===== src/rtl/painterengine_gpu_pixel_packer.sv =====
// Pixel packer: ARGB beats -> RGB888/BGR888/RGB565/BGR565 bytes, densely packed.
// Optional flush/pad/drain built when PAINTERENGINE_GPU_PACKER_FLUSH_EN is defined.
module painterengine_gpu_pixel_packer #(
  parameter int OUT_BYTES       = 4,
  parameter int FIFO_DEPTH_LOG2 = 5
) (
  input  logic                   i_wire_clock,
  input  logic                   i_wire_reset,
  input  logic [31:0]            i_wire_color,
  input  logic                   i_wire_valid,
  output logic                   o_wire_ready,
  input  logic [1:0]             i_wire_iargb_mode,
  input  logic [1:0]             i_wire_ofmt,
`ifdef PAINTERENGINE_GPU_PACKER_FLUSH_EN
  input  logic                   i_wire_flush,
  output logic                   o_wire_flush_done,
`endif
  output logic [OUT_BYTES*8-1:0] o_wire_data,
  output logic                   o_wire_valid,
  input  logic                   i_wire_ready
);

  localparam int AW    = FIFO_DEPTH_LOG2;
  localparam int CW    = AW + 1;
  localparam int DEPTH = 1 << AW;
  localparam logic [CW-1:0] DEPTH_C = CW'(DEPTH);
  localparam logic [CW-1:0] OB_C    = CW'(OUT_BYTES);

  logic [7:0]             mem_q [DEPTH];
  logic [AW-1:0]          wr_q, wr_d;
  logic [AW-1:0]          rd_q, rd_d;
  logic [CW-1:0]          cnt_q, cnt_d;
  logic [OUT_BYTES*8-1:0] data_q, data_d;
  logic [OUT_BYTES*8-1:0] head;
  logic                   vld_q, vld_d;
  logic [7:0]             r, g, b;
  logic [7:0]             pb [3];
  logic [1:0]             pn;
  logic                   run, pad, accept, pop;

`ifdef PAINTERENGINE_GPU_PACKER_FLUSH_EN
  localparam int LW = $clog2(OUT_BYTES);
  localparam logic [1:0] S_RUN   = 2'd0;
  localparam logic [1:0] S_PAD   = 2'd1;
  localparam logic [1:0] S_DRAIN = 2'd2;

  logic [1:0] st_q, st_d;
  logic       done_q, done_d;
  logic       aligned;

  assign aligned = (cnt_q[LW-1:0] == '0);
  assign run     = (st_q == S_RUN);
  assign pad     = (st_q == S_PAD) && !aligned;

  always_comb begin
    st_d   = st_q;
    done_d = 1'b0;
    unique case (st_q)
      S_RUN:   if (i_wire_flush) st_d = S_PAD;
      S_PAD:   if (aligned) st_d = S_DRAIN;
      S_DRAIN: begin
        if (cnt_q == '0 && (!vld_q || i_wire_ready)) begin
          st_d   = S_RUN;
          done_d = 1'b1;
        end
      end
      default: st_d = S_RUN;
    endcase
  end

  always_ff @(posedge i_wire_clock or posedge i_wire_reset) begin
    if (i_wire_reset) begin
      st_q   <= S_RUN;
      done_q <= 1'b0;
    end else begin
      st_q   <= st_d;
      done_q <= done_d;
    end
  end

  assign o_wire_flush_done = done_q;
`else
  assign run = 1'b1;
  assign pad = 1'b0;
`endif

  // Ready reserves a full 3-byte slot regardless of format.
  assign o_wire_ready = !i_wire_reset && run &&
                        ((DEPTH_C - cnt_q) >= CW'(3));
  assign accept = i_wire_valid && o_wire_ready;
  assign pop    = (cnt_q >= OB_C) && (!vld_q || i_wire_ready);

  always_comb begin
    r = i_wire_color[23:16];
    g = i_wire_color[15:8];
    b = i_wire_color[7:0];
    unique case (i_wire_iargb_mode)
      2'd1: begin
        r = i_wire_color[7:0];
        b = i_wire_color[23:16];
      end
      2'd2: begin
        r = i_wire_color[31:24];
        g = i_wire_color[23:16];
        b = i_wire_color[15:8];
      end
      2'd3: begin
        r = i_wire_color[15:8];
        g = i_wire_color[23:16];
        b = i_wire_color[31:24];
      end
      default: ;
    endcase
  end

  always_comb begin
    pb[0] = r;
    pb[1] = g;
    pb[2] = b;
    pn    = 2'd0;
    unique case (i_wire_ofmt)
      2'd1: begin
        pb[0] = b;
        pb[2] = r;
      end
      2'd2: begin
        pb[0] = {g[4:2], b[7:3]};
        pb[1] = {r[7:3], g[7:5]};
      end
      2'd3: begin
        pb[0] = {g[4:2], r[7:3]};
        pb[1] = {b[7:3], g[7:5]};
      end
      default: ;
    endcase
    if (accept) begin
      pn = i_wire_ofmt[1] ? 2'd2 : 2'd3;
    end else if (pad) begin
      pn    = 2'd1;
      pb[0] = 8'h00;
    end
  end

  always_comb begin
    head = '0;
    for (int i = 0; i < OUT_BYTES; i++)
      head[i*8 +: 8] = mem_q[rd_q + AW'(i)];
  end

  always_comb begin
    wr_d   = wr_q + AW'(pn);
    rd_d   = pop ? rd_q + AW'(OUT_BYTES) : rd_q;
    cnt_d  = cnt_q + CW'(pn) - (pop ? OB_C : '0);
    data_d = pop ? head : data_q;
    vld_d  = vld_q;
    if (pop)               vld_d = 1'b1;
    else if (i_wire_ready) vld_d = 1'b0;
  end

  always_ff @(posedge i_wire_clock) begin
    for (int k = 0; k < 3; k++)
      if (k < int'(pn)) mem_q[wr_q + AW'(k)] <= pb[k];
  end

  always_ff @(posedge i_wire_clock or posedge i_wire_reset) begin
    if (i_wire_reset) begin
      wr_q   <= '0;
      rd_q   <= '0;
      cnt_q  <= '0;
      data_q <= '0;
      vld_q  <= 1'b0;
    end else begin
      wr_q   <= wr_d;
      rd_q   <= rd_d;
      cnt_q  <= cnt_d;
      data_q <= data_d;
      vld_q  <= vld_d;
    end
  end

  assign o_wire_data  = data_q;
  assign o_wire_valid = vld_q;

endmodule


===== config.mk =====
export PLATFORM = sky130hd
export DESIGN_NAME = painterengine_gpu_pixel_packer
export DESIGN_NICKNAME = d
export VERILOG_FILES = /design/src/rtl/painterengine_gpu_pixel_packer.sv
export SDC_FILE = /design/constraint.sdc
export NUM_CORES = 1
export LEC_CHECK = 0
export ABC_CLOCK_PERIOD_IN_PS = 3900
export BUFFER_PORTS_ARGS = -buffer_cell sky130_fd_sc_hd__buf_2
export CAP_MARGIN = 0
export CELL_PAD_IN_SITES_DETAIL_PLACEMENT = 1
export CELL_PAD_IN_SITES_GLOBAL_PLACEMENT = 1
export CORE_ASPECT_RATIO = 2
export CORE_UTILIZATION = 53
export CTS_CLUSTER_DIAMETER = 50
export CTS_CLUSTER_SIZE = 12
export DETAILED_ROUTE_END_ITERATION = 10
export PLACE_DENSITY_LB_ADDON = 0.1
export SLEW_MARGIN = 10
export SYNTH_ARGS = -nofsm -noshare
export SYNTH_HDL_FRONTEND = slang
export SYNTH_SLANG_ARGS = --single-unit

===== constraint.sdc =====
create_clock -name i_wire_clock -period 3.9 [get_ports i_wire_clock]
set_clock_uncertainty 0.2 [all_clocks]
set_input_delay 0.39 -clock i_wire_clock [delete_from_list [all_inputs] [get_ports i_wire_clock]]
set_output_delay 0.39 -clock i_wire_clock [all_outputs]
set_load 0.005 [all_outputs]

### Word level (Yosys, flattened, before mapping)

Memories as Yosys holds them, arrays and structs flattened. A register that Yosys moved wholly into a read port is not among the register bits.
Index checks and enable logic that the tools add are counted.

* reduce and logical (&&, ||, !) cells: 8
* $lt $le $gt $ge: 5
* equality and inequality tests: 6
* muxes and demuxes: 17
* add/sub/neg operators: 10

Operators with widths (count)
* $pmux 8 s3: 3
* $mux 8: 2
* $pmux 8 s2: 1
* $add 5x2->5 const B: 3
* $add 5x1->5 const B: 2
* $mux 1: 9
* $eq 2x2->1 const B: 4
* $add 6x2->6: 1
* $ge 6x2->1 const B: 1
* $ge 6x3->1 const B: 1
* $sub 6x3->6: 1
* $sub 6x6->6 const A: 1
* $add 5x2->5: 1
* $add 5x3->5 const B: 1
* $eq 2x1->1 const B: 2
* $lt 1x2->1 const A: 2
* $logic_and 1x1->1: 3
* $mux 3: 1
* $logic_not 1->1: 2
* $lt 2x2->1 const A: 1
* $mux 2: 1
* $reduce_bool 2->1: 1
* $reduce_or 2->1: 1
* $logic_or 1x1->1: 1

* RAM bits: 256
* flip-flop bits (word level): 17
* output and inout port bits: 34
* memories: 1
* input bits: 40

Memories
* mem_q: depth 32, bits a word 8, rd ports 4, clocked after memory_dff 4, write ports 3, RTL line 29 `logic [7:0] mem_q [DEPTH];`

### Depth between registers and ports, before layout

* depth in word-level cells: 8
* mapped depth: 14

### Least setup slack after synthesis

Ideal clock, no wire load.

* kind: reg2reg
* start point: register cnt_q[4]
* end point: register cnt_q[5]
* arrival: 2.830 ns
* library setup time: 0.123 ns
* required time: 3.577 ns
* path slack: 0.748 ns
* cell stages (with the launch flop): 15
* buffers on the path: 2
* cell sequence: dfrtp_1 inv_1 ha_1 o21ai_0 a21boi_1 clkbuf_1 buf_1 inv_1 ha_1 ha_1 a21oi_1 nor2b_1 nor2_1 o21bai_1 xnor2_1

* longest elaborated chain between the ends: 7
* elaborated cells between the ends (all ways): 10

Ends and longest elaborated chain
* start, declared: RTL line 32 `logic [CW-1:0] cnt_q, cnt_d;`
* start signal, assigned: RTL line 175 `cnt_q <= cnt_d;`
* $sub 6x6->6: RTL line 89 `((DEPTH_C - cnt_q) >= CW'(3));`
* $ge 6x2->1: RTL line 89
* $logic_and 1x1->1: RTL line 88 `assign o_wire_ready = !i_wire_reset && run &&`
* $logic_and 1x1->1: RTL line 90 `assign accept = i_wire_valid && o_wire_ready;`
* $mux 2: RTL line 136 `if (accept) begin`
* $add 6x2->6: RTL line 153 `cnt_d = cnt_q + CW'(pn) - (pop ? OB_C : '0);`
* $sub 6x3->6 (*): RTL line 153
* via cnt_d[5]: RTL line 32

The timed path passes the listed nets; every way through them passes the cells marked *.
A chain may end at the register's enable or synchronous reset.

==> flow_summary_export.csv <==
group,metric,value,unit
run_status,status,"finished, final reports clean",
global_route,overflow,0,
synthesis,synth_top_area_share,40.0,%
critical_path,cp_slowest_cell,"dfrtp_1",
critical_path,max_stage_delay,0.62,ns
detailed_routing,drt-total-wl,59600,µm
flow_run,cap_violations,0,
layout,drive_above_1_share,23.5,%
cts,clk_pin_slew,0.07,ns
cts,cts_buffers,29,
power_and_ir_drop,power_density,580,mW/mm²
layout,fillers,3446,
sta,hold_violations,0,
cts,post_cts_buffers,0,
sta,relSlewSlack,14.9,%
global_route,grt_usage,33.3,%
layout,n_antenna_cell,0,
synthesis,synth-seq-area-share,46.1,%
detailed_routing,dr_total_vias,13000,
detailed_routing,remaining_drc_errors,0,
sta,clock.fmax,277,MHz
critical_path,crit_path_start_kind,"flip-flop",
critical_path,cpLargestDelayFamily,"simple AND/OR/NAND/NOR gates",
die,io_pins,74,
cts,cts.sinks,303,
die,die-width,137,µm
detailed_routing,drt-initial-drc-count,667,
min_path,hp-class,"in -> async",
critical_path,cp_data_required_time,3.92,ns
placed_design,dpl.hpwl,41700,µm
detailed_routing,wl_per_cell,29.8,µm
synthesis,postSynthAreaPerCell,13.0,µm²
sta,tightest_slew,1.25,ns
detailed_routing,routed_via_density,6.51,
power_and_ir_drop,net-switching-power,4.68,mW
synthesis,yosysWarnings,0,
die,floorplan.die_area,0.0371,mm²
synthesis,synth-edff-count,256,
placed_design,port_buffers,73,
cts,insertion_delay,0.57,ns
global_route,grt_max_degree,68,
power_and_ir_drop,comb_power_share,40.7,%
synthesis,synth_area_leaders,"edfxtp_1 (40%), mux2i_1 (28%), mux4_2 (10%)",
critical_path,path_cells,"ha_1, xor2_1, a221oi_1, or3_1, nor2_4, a21oi_1, nand2_1",
global_route,grt_pass1_wl,89800,µm
layout,final_common_cell,"mux2i_1",
power_and_ir_drop,power.internal,7.69,mW
synthesis,netlist_area,0.0192,mm²
placed_design,gp_congestion,0.877,
synthesis,synthCells,1476,
layout,final_area,0.0213,mm²
layout,multiInputGateArea,0.00971,mm²
sta,min_period,3.61,ns
synthesis,synth.distinct_cells,56,
layout,area_delta_synth_final,11.0,%
cts,cts.path.max_buffers,3,
sta,setup_viol,0,
critical_path,critPathCaptureType,"flip-flop",
detailed_routing,antenna_left,0,
power_and_ir_drop,peakVddDrop,576,µV
global_route,grt_pass1_vias,14600,
power_and_ir_drop,netSwitchingFraction,37.8,%
sta,finalMaxSlewViolations,0,
cts,cts_tree,"yes",
detailed_routing,drtPass1Iterations,5,
layout,regArea,0.00887,mm²
die,die_y,271,µm
cts,postCtsResizedCells,0,
sta,fin_crit_sh,92.5,%
layout,final_cell_mix,"mux2i_1 (519), edfxtp_1 (256), buf_4 (108)",
die,rows,98,
die,design.core.area,0.0357,mm²
global_route,antenna_found_initial,0,
placed_design,place_area,0.0205,mm²
sta,fin_tns_setup,0,ns
power_and_ir_drop,clock_power_share,21.3,%
cts,root_buffer,"clkbuf_16",
critical_path,critical_path_buf_inv_count,0,
die,start_util,53.9,%
synthesis,ys.flop_type,"edfxtp_1",
critical_path,worst_ep_arrival_time,3.63,ns
synthesis,syn_nets,1531,
power_and_ir_drop,power_leakage,9.77,nW
sta,rsz0062_at_grt,"false",
cts,holdBufCountCts,2,
power_and_ir_drop,power_frac_seq,37.9,%
synthesis,synth_seq_cells,303,
critical_path,crit_type,"reg -> reg",
layout,final_nets,1581,
cts,cts_max_level,1,
layout,finish.utilization,59.8,%
synthesis,ys_async_sr_fraction,15.5,%
synthesis,yosysTopAreaCell,"edfxtp_1",
critical_path,path_max_fanout,15,
==> metrics by stage <==
step,hold slack [ns],setup WS (ns),power [mW],cells
floorplan,0.277,0.748,7.94,1476
global placement,0.235,0.460,9.54,1942
detailed placement,0.244,0.347,9.76,1942
CTS,0.192,0.322,12.4,1996
global route,0.257,0.0611,12.9,1997
finish,0.232,0.292,12.4,1997
==> registers in the layout (all words and copies together), names as in the netlist <==
signal / count
mem_q: 256
o_wire_data: 32
cnt_q: 6
wr_q: 5
rd_q: 3
o_wire_valid: 1
==> cell families (layout without fill, tap and decap cells) <==
logic type	after synthesis	in the layout	synth area share (%)
adder cells (fa/ha/maj)	15	15	1.02
AND/OR/NAND/NOR	215	215	5.91
AO/OA/AOI/OAI	120	120	3.82
flip-flops	303	303	46.1
XOR/XNOR	14	14	0.638
multiplexers	625	625	38.2
buffers and inverters	184	255	4.31
==> cell usage after synthesis, types with 14 or more instances <==
library cell	instances
nand3_1	48
clkbuf_1	83
mux2i_1	529
inv_1	15
nand2_1	30
a21oi_1	58
dfrtp_1	47
edfxtp_1	256
ha_1	14
mux4_2	86
nor2b_1	18
buf_2	56
nor2_1	59
o21ai_0	14
buf_4	14
==> worst paths after layout <==
path,from,cells past startpoint,slack (ns),endpoint
min in group i_wire_clock,o_wire_data[20],2,0.33,o_wire_data[20]
max in group asynchronous,i_wire_reset,4,2.58,rd_q[2]
min reg2reg,o_wire_data[20],2,0.33,o_wire_data[20]
max reg2reg,wr_q[2],7,0.29,mem_q[15][2]
min,i_wire_reset,3,0.23,wr_q[3]
max,wr_q[2],7,0.29,mem_q[15][2]
==> power by group through the flow <==
stage | sequential (mW) | clock, mW | combinational, mW
floorplan | 4.39 | 0 | 3.56
global placement | 4.72 | 0 | 4.82
detailed placement | 4.76 | 0 | 5.00
CTS | 4.69 | 2.67 | 5.04
global route | 4.76 | 2.76 | 5.40
finish | 4.69 | 2.64 | 5.04
==> area by class of cell <==
| cell class | count | area share [%] |
|---|---|---|
| clock buffers | 51 | 3.84 |
| multi-input cells | 989 | 45.5 |
| repair buffers | 188 | 6.11 |
| well taps | 450 | 2.64 |
| clock inverters | 1 | 0.0411 |
| flip-flops and latches | 303 | 41.6 |
| inverters | 15 | 0.264 |
==> layer usage <==
layer | GRT usage, % | vias to the layer above | wire (µm)
met5 | 0 | - | 0
met4 | 18.2 | 0 | 3430
met3 | 2.50 | 146 | 1910
met2 | 62.1 | 365 | 32900
met1 | 36.5 | 6774 | 21300
li1 | - | 5714 | -
==> worst reg2reg max path: stages, from the launching register on <==
cell      delay [ns]
dfrtp_1         0.62
ha_1            0.56
xor2_1          0.34
a221oi_1        0.15
or3_1           0.56
nor2_4          0.42
a21oi_1         0.08
nand2_1         0.33
(Power assumes the default switching activity.)
